--- src/rtl/tpu_sched_pkg.sv ---
// Shared types and constants for the TPU job scheduler: FSM states, completion
// status codes, K/M/N descriptor field positions and the launch-acknowledge limit.
package tpu_sched_pkg;

  typedef enum logic [2:0] {
    S_IDLE      = 3'd0,
    S_LAUNCH    = 3'd1,
    S_WAIT_BUSY = 3'd2,
    S_RUN       = 3'd3,
    S_REPORT    = 3'd4
  } state_e;

  typedef enum logic [1:0] {
    ST_OK       = 2'b00,
    ST_TIMEOUT  = 2'b01,
    ST_ZERO_DIM = 2'b10,
    ST_NO_START = 2'b11
  } status_e;

  localparam int unsigned KMN_K_MSB = 23;
  localparam int unsigned KMN_K_LSB = 16;
  localparam int unsigned KMN_M_MSB = 15;
  localparam int unsigned KMN_M_LSB = 8;
  localparam int unsigned KMN_N_MSB = 7;
  localparam int unsigned KMN_N_LSB = 0;

  // Queue entry layout: {kmn[23:0], offset[31:0]}
  localparam int unsigned JOB_W = 56;

  localparam int unsigned WAIT_BUSY_LIMIT = 8;

  function automatic logic kmn_has_zero(input logic [23:0] kmn);
    return (kmn[KMN_K_MSB:KMN_K_LSB] == 8'd0) ||
           (kmn[KMN_M_MSB:KMN_M_LSB] == 8'd0) ||
           (kmn[KMN_N_MSB:KMN_N_LSB] == 8'd0);
  endfunction

endpackage

--- src/rtl/sched_job_fifo.sv ---
// Job descriptor FIFO: power-of-two depth, no bypass, registered occupancy count.
module sched_job_fifo #(
  parameter int unsigned WIDTH = 56,
  parameter int unsigned DEPTH = 2
) (
  input  logic             clk,
  input  logic             rst_n,
  input  logic             i_push,
  input  logic [WIDTH-1:0] i_wdata,
  input  logic             i_pop,
  output logic [WIDTH-1:0] o_rdata,
  output logic             o_full,
  output logic             o_empty,
  output logic [3:0]       o_count
);

  localparam int unsigned AW = (DEPTH > 1) ? $clog2(DEPTH) : 1;

  logic [WIDTH-1:0] r_mem [DEPTH];
  logic [AW-1:0]    r_wr_ptr;
  logic [AW-1:0]    r_rd_ptr;
  logic [3:0]       r_count;
  logic             w_push;
  logic             w_pop;

  assign o_full  = (r_count == 4'(DEPTH));
  assign o_empty = (r_count == 4'd0);
  assign o_count = r_count;
  assign o_rdata = r_mem[r_rd_ptr];
  assign w_push  = i_push && !o_full;
  assign w_pop   = i_pop && !o_empty;

  always_ff @(posedge clk or negedge rst_n) begin
    if (!rst_n) begin
      for (int unsigned i = 0; i < DEPTH; i++) r_mem[i] <= '0;
      r_wr_ptr <= '0;
      r_rd_ptr <= '0;
      r_count  <= '0;
    end else begin
      if (w_push) begin
        r_mem[r_wr_ptr] <= i_wdata;
        r_wr_ptr        <= r_wr_ptr + 1'b1;
      end
      if (w_pop) r_rd_ptr <= r_rd_ptr + 1'b1;
      if (w_push && !w_pop)      r_count <= r_count + 4'd1;
      else if (w_pop && !w_push) r_count <= r_count - 4'd1;
    end
  end

endmodule

--- src/rtl/tpu_job_scheduler.sv ---
// Queues K/M/N/offset job descriptors and sequences them one at a time onto the TPU,
// producing a completion status per job. Optional watchdog: TPU_SCHED_WATCHDOG_EN.
module tpu_job_scheduler
  import tpu_sched_pkg::*;
#(
  parameter int unsigned DEPTH   = 2,
  parameter int unsigned TIMEOUT = 4096
) (
  input  logic        clk,
  input  logic        rst_n,
  input  logic        job_valid,
  output logic        job_ready,
  input  logic [23:0] job_kmn,
  input  logic [31:0] job_offset,
  output logic        tpu_in_valid,
  output logic [7:0]  tpu_K,
  output logic [7:0]  tpu_M,
  output logic [7:0]  tpu_N,
  output logic [31:0] tpu_offset,
  input  logic        tpu_busy,
  output logic        buf_owner,
  output logic        done_valid,
  input  logic        done_ready,
  output logic [1:0]  done_status,
  output logic [3:0]  pending
);

  localparam int unsigned WCW = $clog2(WAIT_BUSY_LIMIT);

  state_e           r_state;
  status_e          r_done_status;
  logic             r_tpu_in_valid;
  logic             r_buf_owner;
  logic             r_done_valid;
  logic [7:0]       r_tpu_k;
  logic [7:0]       r_tpu_m;
  logic [7:0]       r_tpu_n;
  logic [31:0]      r_tpu_offset;
  logic [WCW-1:0]   r_wait_cnt;
`ifdef TPU_SCHED_WATCHDOG_EN
  logic [15:0]      r_wd_cnt;
`else
  logic             w_unused_timeout;
  assign w_unused_timeout = (TIMEOUT != 0);
`endif

  logic             w_full;
  logic             w_empty;
  logic             w_pop;
  logic [JOB_W-1:0] w_head;
  logic [23:0]      w_head_kmn;

  assign job_ready  = !w_full;
  assign w_pop      = (r_state == S_IDLE) && !w_empty;
  assign w_head_kmn = w_head[55:32];

  sched_job_fifo #(
    .WIDTH (JOB_W),
    .DEPTH (DEPTH)
  ) u_fifo (
    .clk     (clk),
    .rst_n   (rst_n),
    .i_push  (job_valid),
    .i_wdata ({job_kmn, job_offset}),
    .i_pop   (w_pop),
    .o_rdata (w_head),
    .o_full  (w_full),
    .o_empty (w_empty),
    .o_count (pending)
  );

  always_ff @(posedge clk or negedge rst_n) begin
    if (!rst_n) begin
      r_state        <= S_IDLE;
      r_done_status  <= ST_OK;
      r_tpu_in_valid <= 1'b0;
      r_buf_owner    <= 1'b0;
      r_done_valid   <= 1'b0;
      r_tpu_k        <= '0;
      r_tpu_m        <= '0;
      r_tpu_n        <= '0;
      r_tpu_offset   <= '0;
      r_wait_cnt     <= '0;
`ifdef TPU_SCHED_WATCHDOG_EN
      r_wd_cnt       <= '0;
`endif
    end else begin
      case (r_state)
        S_IDLE: begin
          if (!w_empty) begin
            r_tpu_k      <= w_head_kmn[KMN_K_MSB:KMN_K_LSB];
            r_tpu_m      <= w_head_kmn[KMN_M_MSB:KMN_M_LSB];
            r_tpu_n      <= w_head_kmn[KMN_N_MSB:KMN_N_LSB];
            r_tpu_offset <= w_head[31:0];
            if (kmn_has_zero(w_head_kmn)) begin
              r_state       <= S_REPORT;
              r_done_valid  <= 1'b1;
              r_done_status <= ST_ZERO_DIM;
            end else begin
              r_state        <= S_LAUNCH;
              r_tpu_in_valid <= 1'b1;
              r_buf_owner    <= 1'b1;
            end
          end
        end
        S_LAUNCH: begin
          r_tpu_in_valid <= 1'b0;
          r_wait_cnt     <= '0;
          r_state        <= S_WAIT_BUSY;
        end
        S_WAIT_BUSY: begin
          if (tpu_busy) begin
            r_state  <= S_RUN;
`ifdef TPU_SCHED_WATCHDOG_EN
            r_wd_cnt <= '0;
`endif
          end else if (r_wait_cnt == WCW'(WAIT_BUSY_LIMIT - 1)) begin
            r_state       <= S_REPORT;
            r_buf_owner   <= 1'b0;
            r_done_valid  <= 1'b1;
            r_done_status <= ST_NO_START;
          end else begin
            r_wait_cnt <= r_wait_cnt + 1'b1;
          end
        end
        S_RUN: begin
          if (!tpu_busy) begin
            r_state       <= S_REPORT;
            r_buf_owner   <= 1'b0;
            r_done_valid  <= 1'b1;
            r_done_status <= ST_OK;
          end
`ifdef TPU_SCHED_WATCHDOG_EN
          // The counter equals the number of RUN cycles already spent.
          else if (r_wd_cnt == 16'(TIMEOUT - 1)) begin
            r_state       <= S_REPORT;
            r_buf_owner   <= 1'b0;
            r_done_valid  <= 1'b1;
            r_done_status <= ST_TIMEOUT;
          end else begin
            r_wd_cnt <= r_wd_cnt + 16'd1;
          end
`endif
        end
        S_REPORT: begin
          if (done_ready) begin
            r_done_valid  <= 1'b0;
            r_done_status <= ST_OK;
            r_state       <= S_IDLE;
          end
        end
        default: r_state <= S_IDLE;
      endcase
    end
  end

  assign tpu_in_valid = r_tpu_in_valid;
  assign tpu_K        = r_tpu_k;
  assign tpu_M        = r_tpu_m;
  assign tpu_N        = r_tpu_n;
  assign tpu_offset   = r_tpu_offset;
  assign buf_owner    = r_buf_owner;
  assign done_valid   = r_done_valid;
  assign done_status  = r_done_status;

endmodule

--- config.mk ---
export PLATFORM = sky130hd
export DESIGN_NAME = tpu_job_scheduler
export DESIGN_NICKNAME = d
export VERILOG_FILES = /design/src/rtl/tpu_sched_pkg.sv /design/src/rtl/sched_job_fifo.sv /design/src/rtl/tpu_job_scheduler.sv
export SDC_FILE = /design/constraint.sdc
export NUM_CORES = 1
export LEC_CHECK = 0
export BUFFER_PORTS_ARGS = -buffer_cell sky130_fd_sc_hd__buf_2
export CORE_MARGIN = 4
export CORE_UTILIZATION = 31
export CTS_CLUSTER_SIZE = 25
export DETAILED_ROUTE_END_ITERATION = 6
export PLACE_DENSITY = 0.58
export SLEW_MARGIN = 5
export SYNTH_ARGS = -nofsm -noshare
export SYNTH_HDL_FRONTEND = slang
export SYNTH_SLANG_ARGS = --single-unit
--- constraint.sdc ---
create_clock -name clk -period 6.2 [get_ports clk]
set_input_delay 0 -clock clk [delete_from_list [all_inputs] [get_ports clk]]
set_output_delay 0 -clock clk [all_outputs]
set_load 0.1 [all_outputs]
# Word-level counts from Yosys, hierarchy flattened
# Index checks and enable logic that the tools add are counted.
# W data, S select, Z words.
# op_classes
n_eq_ne,15
n_lt_le_gt_ge,3
n_bitwise,3
add_sub_neg,5
muxes,39
n_reduce_logical,28
# op_table
op,n
$mux W56,4
$bwmux W112,1
$demux W56 S1,1
$logic_not A8 Y1,3
$mux W3,8
$pmux W3 S5,1
$ne A2 B2 Y1 const B,7
$mux W2,6
$mux W1,11
$mux W4,2
$pmux W2 S4,1
$reduce_and A7 Y1,1
$eq A3 B2 Y1 const B,2
$eq A3 B3 Y1 const B,2
$logic_and A1 B1 Y1,6
$pmux W3 S2,1
$reduce_and A3 Y1,2
$reduce_and A6 Y1,1
$reduce_bool A2 Y1,3
$add A4 B1 Y4 const B,1
$eq A4 B2 Y1 const B,1
$ge A2 B2 Y1 const B,2
$logic_not A1 Y1,4
$logic_not A4 Y1,1
18 further kinds,21
# totals
elab_cells,108
register_bits,185
input_bits,61
output_inout_bits,66

# Longest topological paths before layout
# logic_depth
ltp_word,10
ltp_mapped,15

# By module
# From an unflattened synthesis, not the netlist that was laid out.
# unflattened
hier_cells,543
area_unflattened_um2,8293.0
# by_module_without_submodules
mod,n_inst,cells_per_inst,seq_area_each_um2,area_per_inst_um2
sched_job_fifo,1,337,2952.8,5476.5
tpu_job_scheduler,1,206,1676.6,2816.5

# Least setup slack after synthesis
# No wires, ideal clock.
# synth_timing
path_kind,reg2reg
startpoint,"register u_fifo.r_count[1], in the netlist u_fifo.o_count[1]"
endpoint,"register u_fifo.r_count[3], in the netlist u_fifo.o_count[3]"
stages_incl_launch_ff,12
setup_ns,0.164
arrival_ns,3.126
slack_ns,2.909
n_path_buf,0
path_cell_list,dfrtp_1 > nand2_2 > nand2_2 > inv_1 > ha_1 > inv_1 > ha_1 > a21o_1 > a21oi_1 > xnor2_1 > nor2_1 > xor2_1
# synth_between
word_cells_on_any_way,16
classes_between,2 x add/sub; 1 x eq/ne; 2 x mux; 11 x reduce/logical
# synth_rtl
item,line,rtl
"start, declared",sched_job_fifo.sv:22,logic [3:0] r_count;
"start signal, assigned",sched_job_fifo.sv:45,if (w_push && !w_pop) r_count <= r_count + 4'd1;
"start signal, assigned",sched_job_fifo.sv:46,else if (w_pop && !w_push) r_count <= r_count - 4'd1;
$eq A4 B2 Y1 *,sched_job_fifo.sv:26,assign o_full = (r_count == 4'(DEPTH));
$logic_not A1 Y1 *,n/a,
net job_ready,tpu_job_scheduler.sv:12,"output logic job_ready,"
$logic_and A1 B1 Y1 *,sched_job_fifo.sv:30,assign w_push = i_push && !o_full;
net u_fifo.w_push,sched_job_fifo.sv:23,logic w_push;
$logic_not A1 Y1,sched_job_fifo.sv:46,
$logic_and A1 B1 Y1,sched_job_fifo.sv:46,
$reduce_bool A2 Y1 (no line),n/a,
# Mark *: on every way through the listed nets, which the timed path passes. The rest lies on a longest branch. The select of a mux whose other input is x is not followed.
# A chain may end at the register's enable or synchronous reset.

# Final worst setup path
# layout_timing
startpoint,register r_state[1]
endpoint,"register u_fifo.r_count[3], in the netlist u_fifo.o_count[3]"
# layout_between
elab_chain_cells,6
word_cells_on_any_way,8
classes_between,1 x mux; 7 x reduce/logical
# layout_lines
item,line,rtl
"start, declared",tpu_job_scheduler.sv:30,state_e r_state;
"start signal, assigned",tpu_job_scheduler.sv:74,r_state <= S_IDLE;
"start signal, assigned",tpu_job_scheduler.sv:96,r_state <= S_REPORT;
"start signal, assigned",tpu_job_scheduler.sv:100,r_state <= S_LAUNCH;
$logic_not A3 Y1 *,tpu_job_scheduler.sv:54,assign w_pop = (r_state == S_IDLE) && !w_empty;
$logic_and A1 B1 Y1 *,tpu_job_scheduler.sv:54,
$logic_and A1 B1 Y1 *,sched_job_fifo.sv:31,assign w_pop = i_pop && !o_empty;
$logic_not A1 Y1,sched_job_fifo.sv:45,
$logic_and A1 B1 Y1,sched_job_fifo.sv:45,
$mux W4 / $reduce_bool A2 Y1 (equally long branches),n/a,
# Every way passes the cells marked *; elsewhere a longest branch is shown, timed or not.

==> impl_metrics.env <==
export IMPL_status="finished, final reports clean"
export IMPL_max_freq_mhz=314
export IMPL_placed_cells=1024
export IMPL_routabilityCongestion=0.791
export IMPL_cts_tree="built"
export IMPL_fin_skew_ps=9.70
export IMPL_layout_drive_gt1_share_pct=39.2
export IMPL_netlist_cell_type_count=41
export IMPL_cts_clk_slew_worst_paths_ps=80
export IMPL_die_w_microns=169
export IMPL_cts_buffers=17
export IMPL_initial_core_util_pct=31.8
export IMPL_setup_viol=0
export IMPL_synthCells=599
export IMPL_ant_nets=0
export IMPL_ys_warn_count=0
export IMPL_maxSlewViolCount=0
export IMPL_period_minus_slack_ps=3180
export IMPL_place_area_sq_um=8930
export IMPL_syn_cell_area_sq_um=8080
export IMPL_cts_sinks=185
export IMPL_synth_top_area_cell="dfrtp_1"
export IMPL_synth_top_area_share_pct=57.3
export IMPL_ys_top_cells_by_area="dfrtp_1, mux2_2, mux2_4, mux2i_1, nor2_1"
export IMPL_synthArstFlopShare_pct=100
export IMPL_syn2layout_area_growth_pct=25.2
export IMPL_grt_start_max_net_pins=115
export IMPL_worstMarginPinSlew_ps=967
export IMPL_first_global_vias=5242
export IMPL_cts_root_buf="clkbuf_16"
export IMPL_hold_violations=0
export IMPL_synth_edf_count=0
export IMPL_fin_crit_sh_pct=51.4
export IMPL_core_sq_um=25400
export IMPL_final_design_area_no_fill_sq_um=10100
export IMPL_htree_levels=4
export IMPL_syn_nets=666
export IMPL_via_count=5101
export IMPL_clockBufferDepth=2
export IMPL_die_h_microns=169
export IMPL_cts_resized=0
export IMPL_finish_net_count=840
export IMPL_setup_tns_ps=0
export IMPL_grt_antenna_before_repair=0
export IMPL_drtIter0Drc=258
export IMPL_hp_class="in2async"
export IMPL_dr_pass1_iters=4
export IMPL_wl_per_cell_microns=16.3
export IMPL_vias_per_cell=4.57
export IMPL_maxCapViolations=0
export IMPL_final_common_cell="dfrtp_1"
export IMPL_clk_latency_ps=430
export IMPL_final_cell_mix="dfrtp_1, buf_2, mux2_2"
export IMPL_yosysSeqAreaShare_pct=57.3
export IMPL_ys_flop_type="dfrtp_1"
export IMPL_crit_type="reg2reg"
export IMPL_rows=58
export IMPL_end_kind="flop"
export IMPL_synth_avg_cell_area_sq_um=13.5
export IMPL_die_area_sq_um=28700
export IMPL_grt_pass1_wl_mm=29.5
export IMPL_grt_setup_unrepaired="no"
export IMPL_ys_seq_elements=185
export IMPL_drc=0
export IMPL_dpl_hpwl_mm=11.6
export IMPL_required_ps=6510
export IMPL_critPathMaxFanout=38
export IMPL_grt_usage_pct=13.0
export IMPL_n_antenna_cell=0
export IMPL_overflow=0
export IMPL_layout_cells_non_filler=1116
export IMPL_critPathArrivalTime_ps=3490
export IMPL_relSlewSlack_pct=35.6
export IMPL_ioPinCount=127
export IMPL_wirelength_mm=18.2
export IMPL_crit_path_start_kind="flop"
export IMPL_port_buffers=126
-- state kept, by name, indices dropped and copies added (netlist names) --
register         count
buf_owner            1
done_valid           1
tpu_offset          32
r_state              3
tpu_K                8
r_wait_cnt           3
tpu_M                8
done_status          2
tpu_in_valid         1
u_fifo.r_mem       112
u_fifo.r_wr_ptr      1
u_fifo.o_count       4
u_fifo.r_rd_ptr      1
tpu_N                8
-- per-layer routing --
metal / wire [microns] / global-route usage, % / part of all wire, %
met1: 8940 / 18.3 / 49
met2: 8560 / 20.4 / 47
met3: 503 / 2.24 / 2.8
met4: 212 / 4.24 / 1.2
met5: 0 / 0 / 0
-- metrics by stage --
step	utilization (%)	setup slack, ps	hold WS [ps]
3_5_place_dp	35.2	3020	207
5_1_grt	39.8	2790	330
4_1_cts	39.8	3000	305
2_1_floorplan	-	2910	-296
3_3_place_gp	35.2	3100	213
6_report	39.8	3020	267
-- cell usage after synthesis (2+ instances only) --
library cell	instances
xnor2_1	4
inv_1	5
a21oi_2	20
o221ai_1	3
nand2_1	15
mux2_2	74
nor3_1	3
ha_1	5
nand3_1	2
dfrtp_1	185
buf_2	12
buf_4	6
clkbuf_1	5
nor4_1	12
mux2_4	40
a21oi_1	43
mux2i_1	56
nor2_1	66
xor2_1	2
a22o_1	5
o21ai_0	4
buf_6	12
nand2_2	2
-- kinds of logic (layout without fill, tap and decap cells) --
| family | count (synthesis) | in the layout | synth area share, % |
|---|---|---|---|
| AND/OR/NAND/NOR | 111 | 111 | 6.30 |
| buffers and inverters | 40 | 227 | 3.44 |
| multiplexers | 170 | 170 | 24.7 |
| flip-flops | 185 | 185 | 57.3 |
| AO/OA/AOI/OAI | 81 | 81 | 6.61 |
| XOR/XNOR | 6 | 6 | 0.650 |
| adder cells (fa/ha/maj) | 6 | 6 | 1.02 |
-- worst max-delay path, cell delays in order, from the launching register on --
cell and delay, ps:
dfrtp_1 530, nor3_4 310, nor2b_4 810, inv_1 110
ha_1 240, inv_1 110, ha_1 230, a21o_1 170
a21oi_1 200, xnor2_1 140, nor2_1 60, xor2_1 140
-- final timing paths --
path,from,to,slack [ps],cells past startpoint
worst max register to register,r_state[1],u_fifo.o_count[3],3020,11
worst min-delay path,rst_n,tpu_K[4],270,2
max in group asynchronous,rst_n,u_fifo.r_rd_ptr,4380,3
worst min register to register,u_fifo.r_mem[57],u_fifo.r_mem[57],510,1
min in group clk,done_ready,r_state[2],340,3
worst max-delay path,r_state[1],u_fifo.o_count[3],3020,11
-- area by class of cell --
class / count / area, sq um
fill: 2449 / 15300
sequential: 185 / 4630
multi-input combinational: 374 / 3200
timing repair buffer: 190 / 1270
clock buffer: 17 / 425
tap: 330 / 413
clock inverter: 15 / 156
inverter: 5 / 18.8
-- repair_timing --
action,CTS,global route
buffers inserted,0,0
hold endpoints to repair,229,0
hold buffers,60,0
Power is left out: the tool's default activity adds up to more than one toggle a clock period on the data nets, which glitch-free logic cannot reach.
